[config.mk]
export PLATFORM = sky130hd
export DESIGN_NAME = calc_ctrl_p_flat
export DESIGN_NICKNAME = d
export VERILOG_FILES = /design/src/rtl/calc_ctrl_p_pkg.sv /design/src/rtl/calc_ctrl_p_if.sv /design/src/rtl/calc_ctrl_p_hist.sv /design/src/rtl/calc_ctrl_p.sv /design/src/flat_wrapper.sv
export SDC_FILE = /design/constraint.sdc
export NUM_CORES = 1
export LEC_CHECK = 0
export ABC_CLOCK_PERIOD_IN_PS = 3150
export CORE_ASPECT_RATIO = 0.5
export CORE_MARGIN = 3
export CORE_UTILIZATION = 60
export CTS_CLUSTER_DIAMETER = 100
export DETAILED_ROUTE_END_ITERATION = 7
export PLACE_DENSITY = 0.9
export SYNTH_ARGS = -nofsm -noshare
export SYNTH_HDL_FRONTEND = slang
export SYNTH_HIERARCHICAL = 1
export SYNTH_SLANG_ARGS = --single-unit
export TNS_END_PERCENT = 10
[constraint.sdc]
create_clock -name i_clk -period 3.15 [get_ports i_clk]
set_input_delay 0.4725 -clock i_clk [delete_from_list [all_inputs] [get_ports i_clk]]
set_output_delay 0.4725 -clock i_clk [all_outputs]
set_load 0.05 [all_outputs]
[src/rtl/calc_ctrl_p_pkg.sv]
// Shared encodings for the calc_ctrl_p sequencer: operation codes and FSM states.
package calc_pkg;

  // Operation codes captured in LOAD_A.
  localparam logic [2:0] OP_ADD = 3'b000;
  localparam logic [2:0] OP_SUB = 3'b001;
  localparam logic [2:0] OP_AND = 3'b010;
  localparam logic [2:0] OP_OR  = 3'b011;
  localparam logic [2:0] OP_XOR = 3'b100;
  localparam logic [2:0] OP_MUL = 3'b101;
  localparam logic [2:0] OP_SHL = 3'b110;
  localparam logic [2:0] OP_ILL = 3'b111;

  // Controller states; the encoding is visible on the cs debug output.
  typedef enum logic [2:0] {
    ST_IDLE   = 3'd0,
    ST_LOAD_A = 3'd1,
    ST_LOAD_B = 3'd2,
    ST_DECODE = 3'd3,
    ST_EXEC   = 3'd4,
    ST_MUL    = 3'd5,
    ST_WB     = 3'd6,
    ST_DONE   = 3'd7
  } state_t;

endpackage

[src/rtl/calc_ctrl_p_if.sv]
// Command/status bundle between a requester and the calc_ctrl_p sequencer.
interface calc_ctrl_p_if #(
  parameter int W     = 8,
  parameter int DEPTH = 4
);
  localparam int AW = $clog2(DEPTH);

  logic          go;
  logic [2:0]    op;
  logic          acc_mode;
  logic [W-1:0]  a_in;
  logic [W-1:0]  b_in;
  logic [AW-1:0] rd_idx;
  logic          busy;
  logic          done;
  logic [W-1:0]  result;
  logic          ovf;
  logic          err;
  logic [2:0]    cs;
  logic [W-1:0]  hist_data;
  logic [AW:0]   hist_cnt;

  // Sequencer side.
  modport slave (
    input  go, op, acc_mode, a_in, b_in, rd_idx,
    output busy, done, result, ovf, err, cs, hist_data, hist_cnt
  );

  // Requester side.
  modport master (
    output go, op, acc_mode, a_in, b_in, rd_idx,
    input  busy, done, result, ovf, err, cs, hist_data, hist_cnt
  );

endinterface

[src/rtl/calc_ctrl_p_hist.sv]
// Result-history ring: pushes at write-back, saturating count, newest-first
// indexed read. Storage is not reset; the count masks stale entries.
module calc_hist #(
  parameter  int W     = 8,
  parameter  int DEPTH = 4,
  localparam int AW    = $clog2(DEPTH)
) (
  input  logic          i_clk,
  input  logic          i_rst,
  input  logic          i_push,
  input  logic [W-1:0]  i_data,
  input  logic [AW-1:0] i_rd_idx,
  output logic [W-1:0]  o_data,
  output logic [AW:0]   o_cnt
);

  logic [W-1:0]  r_mem [DEPTH];
  logic [AW-1:0] r_wptr;
  logic [AW:0]   r_cnt;
  logic [AW-1:0] w_raddr;

  // Storage write at the write pointer; a push coinciding with reset is dropped.
  always_ff @(posedge i_clk) begin
    if (i_push && !i_rst) begin
      r_mem[r_wptr] <= i_data;
    end
  end

  // Write pointer wraps naturally (DEPTH is a power of two); count saturates at DEPTH.
  always_ff @(posedge i_clk) begin
    if (i_rst) begin
      r_wptr <= '0;
      r_cnt  <= '0;
    end else if (i_push) begin
      r_wptr <= r_wptr + AW'(1);
      if (r_cnt != (AW+1)'(DEPTH)) begin
        r_cnt <= r_cnt + (AW+1)'(1);
      end
    end
  end

  // Index 0 is the most recent entry; indices beyond the valid count read as zero.
  always_comb begin
    w_raddr = r_wptr - AW'(1) - i_rd_idx;
    if ({1'b0, i_rd_idx} < r_cnt) begin
      o_data = r_mem[w_raddr];
    end else begin
      o_data = '0;
    end
  end

  assign o_cnt = r_cnt;

endmodule

[src/rtl/calc_ctrl_p.sv]
// calc_ctrl_p: multi-cycle calculator sequencer. Loads two operands, decodes
// the op, executes in one cycle (or W cycles of shift-add for multiply),
// writes back result/flag and pushes the result into a history ring.
module calc_ctrl_p
  import calc_pkg::*;
#(
  parameter int W     = 8,
  parameter int DEPTH = 4
) (
  input  logic          i_clk,
  input  logic          i_rst,
  calc_ctrl_p_if.slave  io_bus
);

  localparam int AW = $clog2(DEPTH);
  localparam int SW = $clog2(W);
  localparam int CW = $clog2(W) + 1;

  state_t          r_state;
  state_t          w_state_nxt;

  logic [2:0]      r_op;
  logic [W-1:0]    r_a;
  logic [W-1:0]    r_b;
  logic [W-1:0]    r_tmp;
  logic            r_tmp_ovf;
  logic [2*W-1:0]  r_mcand;
  logic [W-1:0]    r_mplier;
  logic [2*W-1:0]  r_prod;
  logic [CW-1:0]   r_cnt;
  logic [W-1:0]    r_result;
  logic            r_ovf;
  logic            r_err;
  logic            r_busy;
  logic            r_done;

  logic [W:0]      w_sum;
  logic [2*W-1:0]  w_shl;
  logic [W-1:0]    w_alu_res;
  logic            w_alu_ovf;
  logic [2*W-1:0]  w_prod_nxt;
  logic            w_push;
  logic [W-1:0]    w_hist_data;
  logic [AW:0]     w_hist_cnt;

  // State register; reset aborts any operation in flight.
  always_ff @(posedge i_clk) begin
    if (i_rst) begin
      r_state <= ST_IDLE;
    end else begin
      r_state <= w_state_nxt;
    end
  end

  // Next-state logic; go is only looked at in IDLE so requests while busy are dropped.
  always_comb begin
    w_state_nxt = r_state;
    case (r_state)
      ST_IDLE: begin
        if (io_bus.go) begin
          w_state_nxt = ST_LOAD_A;
        end else begin
          w_state_nxt = ST_IDLE;
        end
      end
      ST_LOAD_A: w_state_nxt = ST_LOAD_B;
      ST_LOAD_B: w_state_nxt = ST_DECODE;
      ST_DECODE: begin
        if (r_op == OP_MUL) begin
          w_state_nxt = ST_MUL;
        end else if (r_op == OP_ILL) begin
          w_state_nxt = ST_DONE;
        end else begin
          w_state_nxt = ST_EXEC;
        end
      end
      ST_EXEC: w_state_nxt = ST_WB;
      ST_MUL: begin
        if (r_cnt == CW'(1)) begin
          w_state_nxt = ST_WB;
        end else begin
          w_state_nxt = ST_MUL;
        end
      end
      ST_WB:   w_state_nxt = ST_DONE;
      ST_DONE: w_state_nxt = ST_IDLE;
      default: w_state_nxt = ST_IDLE;
    endcase
  end

  // Single-cycle ALU for every op except multiply; flags follow the op semantics.
  always_comb begin
    w_sum     = {1'b0, r_a} + {1'b0, r_b};
    w_shl     = {{W{1'b0}}, r_a} << r_b[SW-1:0];
    w_alu_res = '0;
    w_alu_ovf = 1'b0;
    case (r_op)
      OP_ADD: begin
        w_alu_res = w_sum[W-1:0];
        w_alu_ovf = w_sum[W];
      end
      OP_SUB: begin
        w_alu_res = r_a - r_b;
        w_alu_ovf = (r_a < r_b);
      end
      OP_AND:  w_alu_res = r_a & r_b;
      OP_OR:   w_alu_res = r_a | r_b;
      OP_XOR:  w_alu_res = r_a ^ r_b;
      OP_SHL: begin
        w_alu_res = w_shl[W-1:0];
        w_alu_ovf = |w_shl[2*W-1:W];
      end
      default: begin
        w_alu_res = '0;
        w_alu_ovf = 1'b0;
      end
    endcase
  end

  // Shift-add step: accumulate the shifted multiplicand when the current multiplier bit is set.
  always_comb begin
    if (r_mplier[0]) begin
      w_prod_nxt = r_prod + r_mcand;
    end else begin
      w_prod_nxt = r_prod;
    end
  end

  // Datapath registers: operand capture, execute/multiply temporaries, write-back.
  always_ff @(posedge i_clk) begin
    if (i_rst) begin
      r_op      <= 3'b000;
      r_a       <= '0;
      r_b       <= '0;
      r_tmp     <= '0;
      r_tmp_ovf <= 1'b0;
      r_mcand   <= '0;
      r_mplier  <= '0;
      r_prod    <= '0;
      r_cnt     <= '0;
      r_result  <= '0;
      r_ovf     <= 1'b0;
      r_err     <= 1'b0;
    end else begin
      case (r_state)
        ST_LOAD_A: begin
          r_op <= io_bus.op;
          r_a  <= io_bus.acc_mode ? r_result : io_bus.a_in;
        end
        ST_LOAD_B: begin
          r_b <= io_bus.b_in;
        end
        ST_DECODE: begin
          r_prod   <= '0;
          r_mcand  <= {{W{1'b0}}, r_a};
          r_mplier <= r_b;
          r_cnt    <= CW'(W);
          if (r_op == OP_ILL) begin
            r_err <= 1'b1;
          end
        end
        ST_EXEC: begin
          r_tmp     <= w_alu_res;
          r_tmp_ovf <= w_alu_ovf;
        end
        ST_MUL: begin
          // The temporary tracks the running product so the last step leaves the final value.
          r_prod    <= w_prod_nxt;
          r_mcand   <= {r_mcand[2*W-2:0], 1'b0};
          r_mplier  <= {1'b0, r_mplier[W-1:1]};
          r_cnt     <= r_cnt - CW'(1);
          r_tmp     <= w_prod_nxt[W-1:0];
          r_tmp_ovf <= |w_prod_nxt[2*W-1:W];
        end
        ST_WB: begin
          r_result <= r_tmp;
          r_ovf    <= r_tmp_ovf;
          r_err    <= 1'b0;
        end
        default: begin
        end
      endcase
    end
  end

  // Status flags registered from the next state so they line up with cs.
  always_ff @(posedge i_clk) begin
    if (i_rst) begin
      r_busy <= 1'b0;
      r_done <= 1'b0;
    end else begin
      r_busy <= (w_state_nxt != ST_IDLE);
      r_done <= (w_state_nxt == ST_DONE);
    end
  end

  assign w_push = (r_state == ST_WB);

  calc_hist #(
    .W     (W),
    .DEPTH (DEPTH)
  ) u_hist (
    .i_clk    (i_clk),
    .i_rst    (i_rst),
    .i_push   (w_push),
    .i_data   (r_tmp),
    .i_rd_idx (io_bus.rd_idx),
    .o_data   (w_hist_data),
    .o_cnt    (w_hist_cnt)
  );

  assign io_bus.busy      = r_busy;
  assign io_bus.done      = r_done;
  assign io_bus.result    = r_result;
  assign io_bus.ovf       = r_ovf;
  assign io_bus.err       = r_err;
  assign io_bus.cs        = r_state;
  assign io_bus.hist_data = w_hist_data;
  assign io_bus.hist_cnt  = w_hist_cnt;

endmodule

[src/flat_wrapper.sv]
// flat-port wrapper written by rule: the top's interface ports become plain ports
module calc_ctrl_p_flat import calc_pkg::*;
#(
  parameter int W     = 8,
  parameter int DEPTH = 4
)
  (i_clk, i_rst, io_bus_go, io_bus_op, io_bus_acc_mode, io_bus_a_in, io_bus_b_in, io_bus_rd_idx, io_bus_busy, io_bus_done, io_bus_result, io_bus_ovf, io_bus_err, io_bus_cs, io_bus_hist_data, io_bus_hist_cnt);
  calc_ctrl_p_if #(.W(W), .DEPTH(DEPTH)) io_bus_i ();
  input  logic i_clk;
  input  logic i_rst;
  input wire logic [$bits(io_bus_i.go)-1:0] io_bus_go;
  input wire logic [$bits(io_bus_i.op)-1:0] io_bus_op;
  input wire logic [$bits(io_bus_i.acc_mode)-1:0] io_bus_acc_mode;
  input wire logic [$bits(io_bus_i.a_in)-1:0] io_bus_a_in;
  input wire logic [$bits(io_bus_i.b_in)-1:0] io_bus_b_in;
  input wire logic [$bits(io_bus_i.rd_idx)-1:0] io_bus_rd_idx;
  output wire logic [$bits(io_bus_i.busy)-1:0] io_bus_busy;
  output wire logic [$bits(io_bus_i.done)-1:0] io_bus_done;
  output wire logic [$bits(io_bus_i.result)-1:0] io_bus_result;
  output wire logic [$bits(io_bus_i.ovf)-1:0] io_bus_ovf;
  output wire logic [$bits(io_bus_i.err)-1:0] io_bus_err;
  output wire logic [$bits(io_bus_i.cs)-1:0] io_bus_cs;
  output wire logic [$bits(io_bus_i.hist_data)-1:0] io_bus_hist_data;
  output wire logic [$bits(io_bus_i.hist_cnt)-1:0] io_bus_hist_cnt;
  assign io_bus_i.go = io_bus_go;
  assign io_bus_i.op = io_bus_op;
  assign io_bus_i.acc_mode = io_bus_acc_mode;
  assign io_bus_i.a_in = io_bus_a_in;
  assign io_bus_i.b_in = io_bus_b_in;
  assign io_bus_i.rd_idx = io_bus_rd_idx;
  assign io_bus_busy = io_bus_i.busy;
  assign io_bus_done = io_bus_i.done;
  assign io_bus_result = io_bus_i.result;
  assign io_bus_ovf = io_bus_i.ovf;
  assign io_bus_err = io_bus_i.err;
  assign io_bus_cs = io_bus_i.cs;
  assign io_bus_hist_data = io_bus_i.hist_data;
  assign io_bus_hist_cnt = io_bus_i.hist_cnt;
  calc_ctrl_p #(.W(W), .DEPTH(DEPTH)) u_core (.i_clk(i_clk), .i_rst(i_rst), .io_bus(io_bus_i));
endmodule
==> results.md <==
- Worst slew margin: 44.2%
- WL/cell: 20.0 um
- Sw frac: approximately 30%
- Unique cell type count in the Yosys netlist: 70
- Final HPWL DP: between 10 and 15 mm
- Area taken by multi-input logic gates: 4120 um^2
- Seq pwr share: between 40% and 50%
- # fillers: around 740
- Slew Viols, Final: 0
- Htree depth: 4
- CP Capture Type: primary output
- Total CTS buffers: 17
- Nets: ~910
- Pwr Density: around 500 nW/um^2
- Post-Syn Area: 7240 um^2
- Syn_area_per_cell: 9.10 um^2
- Final hold vios: 0
- Setup_tns: 0 ns
- Top cell type by total area after synthesis: dfxtp_1
- Worst Tran Pin Value: between 0.8 and 0.9 ns
- Vias in the first global route: slightly above 6,000
- Largest cells by area after synthesis: dfxtp_1 25%, edfxtp_1 13%, ha_1 8.6%
- Post-layout util: about 74%
- CTS Buffer Depth: 2
- Layout cells sized above 1: 9.67%
- Tcrit/Tclk final: between 90% and 100%
- Die Footprint: 13,500 um^2
- Worst Path Max Fanout: 8
- Commonest cells in the netlist: 100 x nor2_1, 92 x dfxtp_1, 69 x a21oi_1
- Crit Path Category: in2out
- Global-route wire length before repair: approximately 33 mm
- Setup crit start kind: primary input
- Area grow syn2layout: 16.7%
- Top FF cell, synth: dfxtp_1
- Peak supply drop: 0.380 mV
- HP Class: reg2reg
- # rows: 27
- Final Power: between 4 and 5 mW
- Initial DRC Count: ~830
- Yosys top cell area share: ~25%
- Post-CTS setup buffers: 0
- Final WL: approximately 20 mm
- Count leader, synth: nor2_1
- Routed vias/inst: 6.51
- Inst Count DP: approximately 1,000
- P_int: approximately 3 mW
- Later-pin clock latency in the skew report: around 0.42 ns
- IO Pins: a little over 50
- Die Y: around 84 um
- Min cycle time layout: a little under 3 ns
- Synthesized net count: between 800 and 900
- Final setup fails: 0
- GRT overflow: 0
- Final cell count without fillers: ~1,000
- Antenna cells: 0
- Initial antenna violation count: 0
- Placed Area: between 7000 and 8000 um^2
- Clock network power share: 45.1%
- NetSw: approximately 1.3 mW
- Register Area: around 2800 um^2
- Clock slew seen by the registers of the worst setup and hold paths: ~0.06 ns
- GP Congestion: ~0.93
- Ys Warns: 6
- 1st-pass router iterations: 5
- Largest net degree at the start of global routing: 55
- Core area: 11,400 um^2
- Post-Syn Instances: ~800
- Hold WS: about 0.45 ns
- CTS Hold Bufs: 0
- Final ANT Viol Nets: 0
- Sequential cell area fraction in the yosys report: between 30% and 40%
- Clock root buffer: clkbuf_16
- Port Buffers: 50
- Worst clock skew: roughly 0.01 ns
- Critical Path AT: 2.50 ns
- Post-CTS sizing: 0
- Status: complete, no violations
- Synth Register Bits: 124
- CTS tree: done
- Setup slack, reg-to-reg: between 0.3 and 0.4 ns
- RSZ-0062 raised after global routing: false
- Synth async-reset ratio: 0%
- Setup WS pre-CTS: roughly 0.20 ns
- EDFF count, synth: 32
- Cell leakage power: 3.13 nW
- Final setup margin: ~0.18 ns
- Initial cell density of the core: between 60% and 70%
- Clk sink count: approximately 120
- CP required: between 2 and 3 ns
- Gr usage total: between 30% and 40%
- Power share of the combinational group: 13.5%
- # DRC: 0
- Max-Cap Viols: 0
- Fmax achieved: between 0.3 and 0.4 GHz
- Die Wd: ~160 um
- Final instance area: 8450 um^2
- DR vias: ~6,600
## routing by layer
metal	wire length, um	global-route usage (%)
met1	8150	39.6
met2	9200	48.4
met3	2100	8.18
met4	643	12.1
met5	0	0
## sequential cells by signal, indices dropped and copies added, names as in the netlist, 4 cells and up
signal / cells
u_core/io_bus.result: 8
u_core/r_a: 8
u_core/r_b: 8
u_core/r_cnt: 4
u_core/r_mcand: 16
u_core/r_mplier: 8
u_core/r_prod: 16
u_core/r_tmp: 8
u_core/u_hist/r_mem: 32
## cell usage in the layout, fill, tap and decap left out, types with 7 or more instances in the layout
cell type and count:
mux4_1 8, nor2_1 98, a22oi_1 35, o21ai_0 23, ha_1 50, clkbuf_16 17, a21o_1 9, nand3_1 10
a21oi_1 68, nand2_1 67, edfxtp_1 32, inv_1 38, mux2i_1 33, clkdlybuf4s50_1 41, nor2b_1 15, xnor2_1 12
dfxtp_1 92, nor3_1 21, a211oi_1 15, buf_4 26, and2_1 7
## logic make-up (layout without fill, tap and decap cells)
family,Yosys count,after routing,synth area share [%]
xor+xnor,15,15,2.02
simple gates,250,250,15.7
mux,46,46,8.46
buf+inv,86,139,4.58
flops,124,124,38.7
compound gates,221,221,21.0
fa+ha+maj,53,53,9.48
## worst paths after layout
kind,startpoint,end,cells after the start
worst min register to register,u_core/r_mplier[5],u_core/r_mplier[5],2
worst min-delay path,u_core/r_mplier[5],u_core/r_mplier[5],2
worst max-delay path,io_bus_rd_idx[0],io_bus_hist_data[2],6
worst max register to register,u_core/r_mcand[0],u_core/r_tmp_ovf,10
## cell type report
class | instances | area share, %
Timing Repair Buffer | 68 | 7.23
Tap cell | 159 | 2.36
Multi-Input combinational cell | 585 | 48.7
Clock buffer | 17 | 5.04
Sequential cell | 124 | 33.2
Clock inverter | 15 | 1.73
Inverter | 39 | 1.73
## power groups by stage
stage               clock network, mW  registers [mW]  logic (mW)
floorplan                           0            1.76       0.388
global placement                    0            1.77       0.532
detailed placement                  0            1.77       0.548
CTS                              1.91            1.74       0.558
global route                     1.98            1.75       0.617
finish                           1.90            1.74       0.569
## critical path: stages
cell and delay [ns]:
clkdlybuf4s50_1 0.49, inv_1 0.05, ha_1 0.48, mux4_1 0.62
nor2b_1 0.15, buf_4 0.22
Power figures use the tool's default switching activity.
